--- src/rtl/seg_scan_driver.sv ---
// seg_scan_driver: time-multiplexed 7-segment scan driver.
// A prescaler/digit counter walks the digits; display data is double-buffered
// so a frame is always drawn from one consistent snapshot. Per-digit decode
// lives in seg_digit_lane, one instance per digit; the active lane is muxed
// out and registered with the configured output polarity.

// Per-digit decode: hex font lookup plus blanking (active-high outputs).
module seg_digit_lane (
  input  logic [3:0] nib,
  input  logic       dp,
  input  logic       blank,
  output logic [6:0] seg,
  output logic       dp_o
);

  logic [6:0] font;

  // Hex font, bit0 = top segment through bit6 = middle segment.
  always_comb begin
    font = 7'h00;
    case (nib)
      4'h0: font = 7'h3F;
      4'h1: font = 7'h06;
      4'h2: font = 7'h5B;
      4'h3: font = 7'h4F;
      4'h4: font = 7'h66;
      4'h5: font = 7'h6D;
      4'h6: font = 7'h7D;
      4'h7: font = 7'h07;
      4'h8: font = 7'h7F;
      4'h9: font = 7'h6F;
      4'hA: font = 7'h77;
      4'hB: font = 7'h7C;
      4'hC: font = 7'h39;
      4'hD: font = 7'h5E;
      4'hE: font = 7'h79;
      4'hF: font = 7'h71;
      default: font = 7'h00;
    endcase
  end

  assign seg  = blank ? 7'h00 : font;
  assign dp_o = blank ? 1'b0  : dp;

endmodule

// Top-level scan driver.
module seg_scan_driver #(
  parameter int NUM_DIGITS     = 4,
  parameter int SCAN_DIV       = 1000,
  parameter int BLINK_FRAMES   = 64,
  parameter int ACTIVE_LOW_SEG = 1,
  parameter int ACTIVE_LOW_DIG = 1
) (
  input  logic                    clk,
  input  logic                    reset,
  input  logic [4*NUM_DIGITS-1:0] value,
  input  logic                    load,
  input  logic [NUM_DIGITS-1:0]   dp_in,
  input  logic [NUM_DIGITS-1:0]   blink_mask,
  input  logic                    blank_lz,
  output logic [6:0]              seg,
  output logic                    dp_out,
  output logic [NUM_DIGITS-1:0]   digit_sel,
  output logic                    frame_start
);

  localparam int PW = (SCAN_DIV > 1)     ? $clog2(SCAN_DIV)     : 1;
  localparam int DW = (NUM_DIGITS > 1)   ? $clog2(NUM_DIGITS)   : 1;
  localparam int FW = (BLINK_FRAMES > 1) ? $clog2(BLINK_FRAMES) : 1;

  localparam logic [PW-1:0] P_LAST  = PW'(SCAN_DIV - 1);
  localparam logic [DW-1:0] D_LAST  = DW'(NUM_DIGITS - 1);
  localparam logic [FW-1:0] F_LAST  = FW'(BLINK_FRAMES - 1);
  localparam logic          SEG_INV = (ACTIVE_LOW_SEG != 0);
  localparam logic          DIG_INV = (ACTIVE_LOW_DIG != 0);

  // scan position
  logic [PW-1:0] p;
  logic [DW-1:0] d;
  logic          fb;

  // blink timing
  logic [FW-1:0] fcnt;
  logic          phase;

  // double-buffered display data
  logic [NUM_DIGITS-1:0][3:0] disp_val, pend_val;
  logic [NUM_DIGITS-1:0]      disp_dp, pend_dp;
  logic [NUM_DIGITS-1:0]      disp_blink, pend_blink;
  logic                       pend_vld;

  // lane outputs
  logic [NUM_DIGITS-1:0]      lane_blank;
  logic [NUM_DIGITS-1:0][6:0] lane_seg;
  logic [NUM_DIGITS-1:0]      lane_dp;

  // next-cycle output values (active-high)
  logic [6:0]            nxt_seg;
  logic                  nxt_dp;
  logic [NUM_DIGITS-1:0] nxt_sel;
  logic                  zf;

  // Last cycle of the last digit slot: the only point display data may change.
  assign fb = (p == P_LAST) && (d == D_LAST);

  // Prescaler and digit index.
  always_ff @(posedge clk or posedge reset) begin
    if (reset) begin
      p <= '0;
      d <= '0;
    end else if (p == P_LAST) begin
      p <= '0;
      d <= (d == D_LAST) ? '0 : d + DW'(1);
    end else begin
      p <= p + PW'(1);
    end
  end

  // Blink phase flips once every BLINK_FRAMES frame boundaries.
  always_ff @(posedge clk or posedge reset) begin
    if (reset) begin
      fcnt  <= '0;
      phase <= 1'b0;
    end else if (fb) begin
      if (fcnt == F_LAST) begin
        fcnt  <= '0;
        phase <= ~phase;
      end else begin
        fcnt <= fcnt + FW'(1);
      end
    end
  end

  // Load capture: a load on the boundary bypasses pending and lands directly
  // in the display register; otherwise it waits in pending (last load wins).
  always_ff @(posedge clk or posedge reset) begin
    if (reset) begin
      disp_val   <= '0;
      disp_dp    <= '0;
      disp_blink <= '0;
      pend_val   <= '0;
      pend_dp    <= '0;
      pend_blink <= '0;
      pend_vld   <= 1'b0;
    end else if (load && fb) begin
      disp_val   <= value;
      disp_dp    <= dp_in;
      disp_blink <= blink_mask;
      pend_vld   <= 1'b0;
    end else if (load) begin
      pend_val   <= value;
      pend_dp    <= dp_in;
      pend_blink <= blink_mask;
      pend_vld   <= 1'b1;
    end else if (fb && pend_vld) begin
      disp_val   <= pend_val;
      disp_dp    <= pend_dp;
      disp_blink <= pend_blink;
      pend_vld   <= 1'b0;
    end
  end

  // Blank decision per digit: leading zeros (scanning down from the MSD,
  // never digit 0) and blink-off phase for masked digits.
  always_comb begin
    zf         = 1'b1;
    lane_blank = '0;
    for (int i = NUM_DIGITS - 1; i >= 0; i--) begin
      zf            = zf & (disp_val[i] == 4'h0);
      lane_blank[i] = (blank_lz && (i != 0) && zf) || (phase && disp_blink[i]);
    end
  end

  genvar g;
  generate
    for (g = 0; g < NUM_DIGITS; g++) begin : g_lane
      seg_digit_lane u_lane (
        .nib   (disp_val[g]),
        .dp    (disp_dp[g]),
        .blank (lane_blank[g]),
        .seg   (lane_seg[g]),
        .dp_o  (lane_dp[g])
      );
    end
  endgenerate

  // Select the current lane; digit enable is dropped in slot cycle 0 so the
  // segment lines settle before the next digit lights (anti-ghosting).
  always_comb begin
    nxt_sel = '0;
    if (p != '0) nxt_sel[d] = 1'b1;
    nxt_seg = lane_seg[d];
    nxt_dp  = lane_dp[d];
  end

  // Registered outputs with polarity applied; reset drives everything inactive.
  always_ff @(posedge clk or posedge reset) begin
    if (reset) begin
      seg         <= {7{SEG_INV}};
      dp_out      <= SEG_INV;
      digit_sel   <= {NUM_DIGITS{DIG_INV}};
      frame_start <= 1'b0;
    end else begin
      seg         <= nxt_seg ^ {7{SEG_INV}};
      dp_out      <= nxt_dp ^ SEG_INV;
      digit_sel   <= nxt_sel ^ {NUM_DIGITS{DIG_INV}};
      frame_start <= (p == '0) && (d == '0);
    end
  end

endmodule

--- config.mk ---
export PLATFORM = sky130hd
export DESIGN_NAME = seg_scan_driver
export DESIGN_NICKNAME = d
export VERILOG_FILES = /design/src/rtl/seg_scan_driver.sv
export SDC_FILE = /design/constraint.sdc
export NUM_CORES = 1
export LEC_CHECK = 0
export ABC_CLOCK_PERIOD_IN_PS = 2400
export BUFFER_PORTS_ARGS = -buffer_cell sky130_fd_sc_hd__clkbuf_2
export CORE_MARGIN = 5
export CORE_UTILIZATION = 50
export DETAILED_ROUTE_END_ITERATION = 7
export PLACE_DENSITY = 0.71
export SLEW_MARGIN = 40
export SYNTH_ARGS = -nofsm -noshare
export SYNTH_HDL_FRONTEND = slang
export SYNTH_SLANG_ARGS = --single-unit
--- constraint.sdc ---
create_clock -name clk -period 2.4 [get_ports clk]
set_clock_uncertainty 0.1 [all_clocks]
set_input_delay 0.12 -clock clk [delete_from_list [all_inputs] [get_ports clk]]
set_output_delay 0.12 -clock clk [all_outputs]
set_load 0.02 [all_outputs]
; Word-level counts from Yosys, hierarchy flattened
; Memories as Yosys holds them, arrays and structs flattened.
; Index checks and enable logic that the tools add are counted.
[word_totals]
output_inout_bits = 13
romBits = 448
input_bits = 28
memories = 4
register_bits = 81
[op_classes]
n_mux = 30
n_eq_ne = 4
order_cmp = 2
reduce_logical = 26
n_bitwise = 7
addsub = 3
[memory_table]
columns = name, depth, width, rd, rd_clocked_by_memory_dff, write_ports, line
row1 = (no name shown), 16, 7, 1, 0, 0, 21  ; case (nib)
row2 = (no name shown), 16, 7, 1, 0, 0, 21
row3 = (no name shown), 16, 7, 1, 0, 0, 21
row4 = (no name shown), 16, 7, 1, 0, 0, 21
[ops]
columns = operator, count
row1 = $mux W16, 3
row2 = $mux W7, 5
row3 = $mux W4, 7
row4 = $bmux W7 S2, 1
row5 = $logic_and A1 B1 Y1, 12
row6 = $logic_not A4 Y1, 3
row7 = $add A10 B1 Y10 const B, 1
row8 = $eq A10 B10 Y1 const B, 1
row9 = $logic_not A10 Y1, 1
row10 = $mux W10, 1
row11 = $reduce_bool A10 Y1, 1
row12 = $mux W1, 9
row13 = $not A7 Y7, 1
row14 = $add A6 B1 Y6 const B, 1
row15 = $eq A6 B6 Y1 const B, 1
row16 = $mux W6, 1
row17 = $reduce_and A2 Y1, 3
row18 = $not A4 Y4, 1
row19 = $logic_or A1 B1 Y1, 3
row20 = $lt A2 B3 Y1 const B, 1
row21 = $not A1 Y1, 3
row22 = $reduce_bool A3 Y1, 1
row23 = $add A2 B1 Y2 const B, 1
row24 = $and A1 B1 Y1, 2
row25 = other kinds (8), 8

; Longest topological paths before layout
[logic_depth]
word_depth = 9
depth_mapped = 7

; Modules after synthesis
; A second synthesis with hierarchy kept.
[hier_totals]
cells_unflattened = 461
hier_area_um2 = 4974.8
[modules_own_cells]
columns = mod, instances, seq_area_each_um2, area_per_inst_um2, cells_each
row1 = seg_scan_driver, 1, 2042.0, 3860.0, 321
row2 = seg_digit_lane at g_lane[0].u_lane ..., 3, 0.0, 280.3, 35
row3 = seg_digit_lane at g_lane[2].u_lane, 1, 0.0, 274.0, 35

; Worst setup path after synthesis
; No wires, ideal clock.
[synth_path]
path_kind = register to register
start = register disp_val[4] (netlist name)
end = register dp_out
t_arrival_ns = 1.848
t_required_ns = 2.240
stages_incl_launch_ff = 7
slack_ns = 0.392
n_path_buf = 0
path_cell_list = dfrtp_1 inv_1 ha_1 or3b_1 o41a_4 a221o_1 nand2_1
[synth_via]
elab_chain_cells = 8
[synth_rtl]
columns = element, line
row1 = from (decl), 88  ; logic [NUM_DIGITS-1:0][3:0] disp_val, pend_val;
row2 = from (signal assigned), 147  ; disp_val <= value;
row3 = from (signal assigned), 157  ; disp_val <= pend_val;
row4 = $logic_not A4 Y1, 170  ; zf = zf & (disp_val[i] == 4'h0);
row5 = $and A1 B1 Y1, 170
row6 = $logic_and A1 B1 Y1, 171  ; lane_blank[i] = (blank_lz && (i != 0) && zf) || (phase && disp_blink[i]);
row7 = $logic_or A1 B1 Y1, 171
row8 = $mux W1, 43  ; assign dp_o = blank ? 1'b0 : dp;
row9 = $bmux W1 S2, 194  ; nxt_dp = lane_dp[d];
row10 = $mux W1 (implied by the code), 194
row11 = $not A1 Y1 (no line), n/a
row12 = to (signal assigned), 206  ; dp_out <= nxt_dp ^ SEG_INV;
row13 = to (decl), 63  ; output logic dp_out,
; No other way between the ends. The select of a mux whose other input is x is not followed.
; A chain may end at the register's enable or synchronous reset.

; Worst setup path in the final report
; Ends and elaborated chain as after synthesis.

==> impl_metrics.json <==
{
  "cap_violations": 0,
  "tritoncts": "done",
  "synth_xor_area_frac": 0.0169,
  "max_freq_ghz": 0.460,
  "rows": 35,
  "clock_path_buffers": 2,
  "finalInstanceArea_um2": 5460,
  "critPathSlowestCell": "dfrtp_1",
  "crit_required_ps": 2580,
  "post_synth_instance_area_um2": 4660,
  "multi_input_area_um2": 2400,
  "yosysWarnings": 0,
  "synthCells": 438,
  "power_frac_clock": 0.368,
  "die-area_um2": 11300,
  "first_iter_violations": 246,
  "avgSynthCellArea_um2": 10.6,
  "synth_edf_count": 0,
  "peakVddDrop_uv": 306,
  "crit_arrival_ps": 2360,
  "nets": 560,
  "die_h_um": 107,
  "cts_resized": 0,
  "path_clk_slew_ps": 80,
  "pre_cts_ws_ps": 248,
  "globalRouteOverflowTotal": 0,
  "p_leak_uw": 0.00245,
  "grt_start_max_net_pins": 44,
  "cp-start-kind": "flip-flop",
  "synth_mux_area_frac": 0.0945,
  "worst_pin_slew_ps": 665,
  "slowest_delay_ps": 440,
  "rsz0062_at_grt": "false",
  "final_layout_size_suffix_gt1_frac": 0.229,
  "die_x_um": 107,
  "ys.flop_type": "dfrtp_1",
  "areaGrowthSynthToFinish_pct": 17.1,
  "coreArea_um2": 9150,
  "clkLatencyLatePin_ps": 340,
  "critPathCaptureType": "flip-flop",
  "cts_buffers": 9,
  "outcome": "completed",
  "fin_crit_sh": 0.905,
  "switchingPower_uw": 767,
  "grt_pass1_vias": 3450,
  "p_seq_frac": 0.496,
  "report.final.slew_viol_count": 0,
  "synth.net_count": 497,
  "crit_type": "reg2reg",
  "worstPathMaxFanout": 8,
  "cts_setup_buffers": 0,
  "post-dp-hpwl_um": 7180,
  "worst_slack_ps": 227,
  "placed_cell_area_um2": 4990,
  "synth_top_family_by_area": "compound AO/OA/AOI/OAI gates",
  "grt_antenna_before_repair": 0,
  "htreeDepth": 3,
  "grtUsageMet3": 0.0316,
  "hp-class": "in2reg",
  "p_int_uw": 2240,
  "slew_headroom": 0.556,
  "final.setup.tns_ps": 0,
  "routed_wl_um": 10100,
  "crit_chain": "inv_1 > ha_1 > or3b_1 > o41a_4 > a221o_1 > nand2_1",
  "start_util": 0.509,
  "ys_types": 49,
  "io_buffers": 40,
  "grt.busiest_layer": "met2",
  "ys_seq_area_frac": 0.438,
  "drt-vias-per-instance": 5.76,
  "p_per_area_nw_per_um2": 552,
  "synth_adder_area_share": 0.0832,
  "synthArstFlopShare": 1.00,
  "finalCriticalPeriod_ps": 2170,
  "use_met1": 0.279,
  "synth-seq-cells": 81,
  "hold_violations": 0,
  "ioPinCount": 41,
  "diodes": 0,
  "yosys.area_share.simple": 0.126,
  "synth-compound-area-share": 0.195,
  "ctsRootBufferMaster": "clkbuf_8",
  "ant_nets": 0,
  "track_usage": 0.189,
  "seqCellArea_um2": 2040,
  "dr_total_vias": 3551,
  "p_sw_frac": 0.255,
  "drc": 0,
  "grt_pass1_wl_um": 17400,
  "cts.sinks": 81,
  "setup-violations-final": 0,
  "place_congestion": 0.861,
  "drt-wirelength-per-cell_um": 16.3,
  "dr.pass1.iters": 5,
  "grt_use_met2": 0.288,
  "p_comb_frac": 0.136,
  "fillers": 742
}
flip-flops by register name, summed over array words and instances (netlist names), 4 cells and up:
signal and count:
fcnt 6, disp_val 16, disp_dp 4, digit_sel 4, pend_val 16, pend_blink 4
pend_dp 4, disp_blink 4, seg 7, p 10
Yosys cell counts (3+ instances only):
cell | count | share of area
dfrtp_1 | 69 | 0.37
nor2b_1 | 8 | 0.011
mux2i_1 | 5 | 0.011
o2bb2ai_1 | 21 | 0.039
buf_2 | 4 | 0.0043
inv_1 | 19 | 0.015
nand3_1 | 24 | 0.026
clkbuf_1 | 21 | 0.017
ha_1 | 31 | 0.083
a31oi_1 | 5 | 0.0067
nand4_1 | 3 | 0.0040
a21o_1 | 6 | 0.0097
xnor2_1 | 6 | 0.011
nand2_1 | 30 | 0.024
a22oi_1 | 21 | 0.034
o21ai_0 | 12 | 0.013
buf_6 | 4 | 0.0097
a32oi_1 | 3 | 0.0056
xor2_1 | 3 | 0.0056
a32o_1 | 6 | 0.013
nor2_1 | 23 | 0.019
nand3b_1 | 3 | 0.0048
dfstp_2 | 12 | 0.068
o211ai_1 | 19 | 0.031
mux2_4 | 20 | 0.064
mux2_2 | 8 | 0.019
a21oi_1 | 14 | 0.015
and4_1 | 3 | 0.0056
and3_1 | 3 | 0.0040
nand2b_1 | 5 | 0.0067
nor3_1 | 3 | 0.0032
worst max-delay path, delay by kind of cell, from the launching register on:
kind | cells | cell delay, ps
buffers and inverters | 1 | 150
AOI/OAI and AO/OA | 2 | 770
adders and majority gates | 1 | 200
DFF | 1 | 440
and+or+nand+nor | 2 | 450
kinds of logic (layout without fill, tap and decap cells):
family | Yosys count | count (layout)
DFF | 81 | 81
xor gates and xnor gates | 9 | 9
and+or+nand+nor | 115 | 115
buffers and inverters | 48 | 116
adders and majority gates | 31 | 31
AOI/OAI and AO/OA | 121 | 121
muxes | 33 | 33
stage by stage:
stage	std cells	utilization	power [µW]	hold slack, ps
after floorplan	438	-	1790	168
after global placement	576	0.545	1890	116
after detailed placement	576	0.545	1900	126
after CTS	617	0.596	3040	248
after global routing	617	0.596	3150	293
final	617	0.596	3010	272
layer usage:
metal | vias up | wire length (µm)
met1 | 1714 | 4890
met3 | 10 | 468
met2 | 94 | 4580
li1 | 1733 | -
met5 | - | 0
met4 | 0 | 149
what timing repair did:
item / in CTS / in global routing
hold endpoints to repair: 54 / 0
hold buffers: 25 / 0
endpoints found under the setup margin: 0 / 0
cells in the final DEF, fill, tap and decap left out, drive strengths merged, types with 3 or more instances in the layout:
master / instances
o211ai: 19
nand3b: 3
xor2: 3
dfrtp: 69
o2bb2ai: 21
xnor2: 6
o21ai: 12
inv: 19
and4: 3
nor2: 23
nor2b: 8
nand4: 3
mux2: 28
and3: 3
clkbuf: 50
ha: 31
a31oi: 5
a21o: 6
or3b: 3
buf: 16
dlygate4sd3: 25
nand2: 30
a22oi: 21
nor3: 3
nand2b: 5
clkinv: 4
a32oi: 3
nand3: 24
mux2i: 5
a32o: 6
a21oi: 14
dfstp: 12
layout make-up:
cell class	instances	area share
inverter	19	0.0133
multi-input combinational	309	0.440
sequential	81	0.374
clock inverter	6	0.0167
clock buffer	10	0.0234
tap	111	0.0254
timing repair buffer	81	0.107
power by group through the flow:
stage / sequential [µW] / clock [µW] / combinational (µW)
floorplan: 1520 / 0 / 268
global placement: 1520 / 0 / 371
detailed placement: 1520 / 0 / 376
CTS: 1490 / 1130 / 411
global route: 1510 / 1190 / 455
finish: 1490 / 1110 / 409
worst paths after layout:
check | from | slack, ps | end | cells past startpoint
setup / recovery | disp_val[4] | 230 | dp_out | 6
hold / removal | load | 270 | disp_dp[2] | 4
setup reg to reg | disp_val[4] | 230 | dp_out | 6
hold reg to reg | disp_blink[1] | 390 | disp_blink[1] | 1
max in group asynchronous | reset | 1280 | disp_val[11] | 4
min in group asynchronous | reset | 280 | p[0] | 3
(Power assumes the default switching activity.)
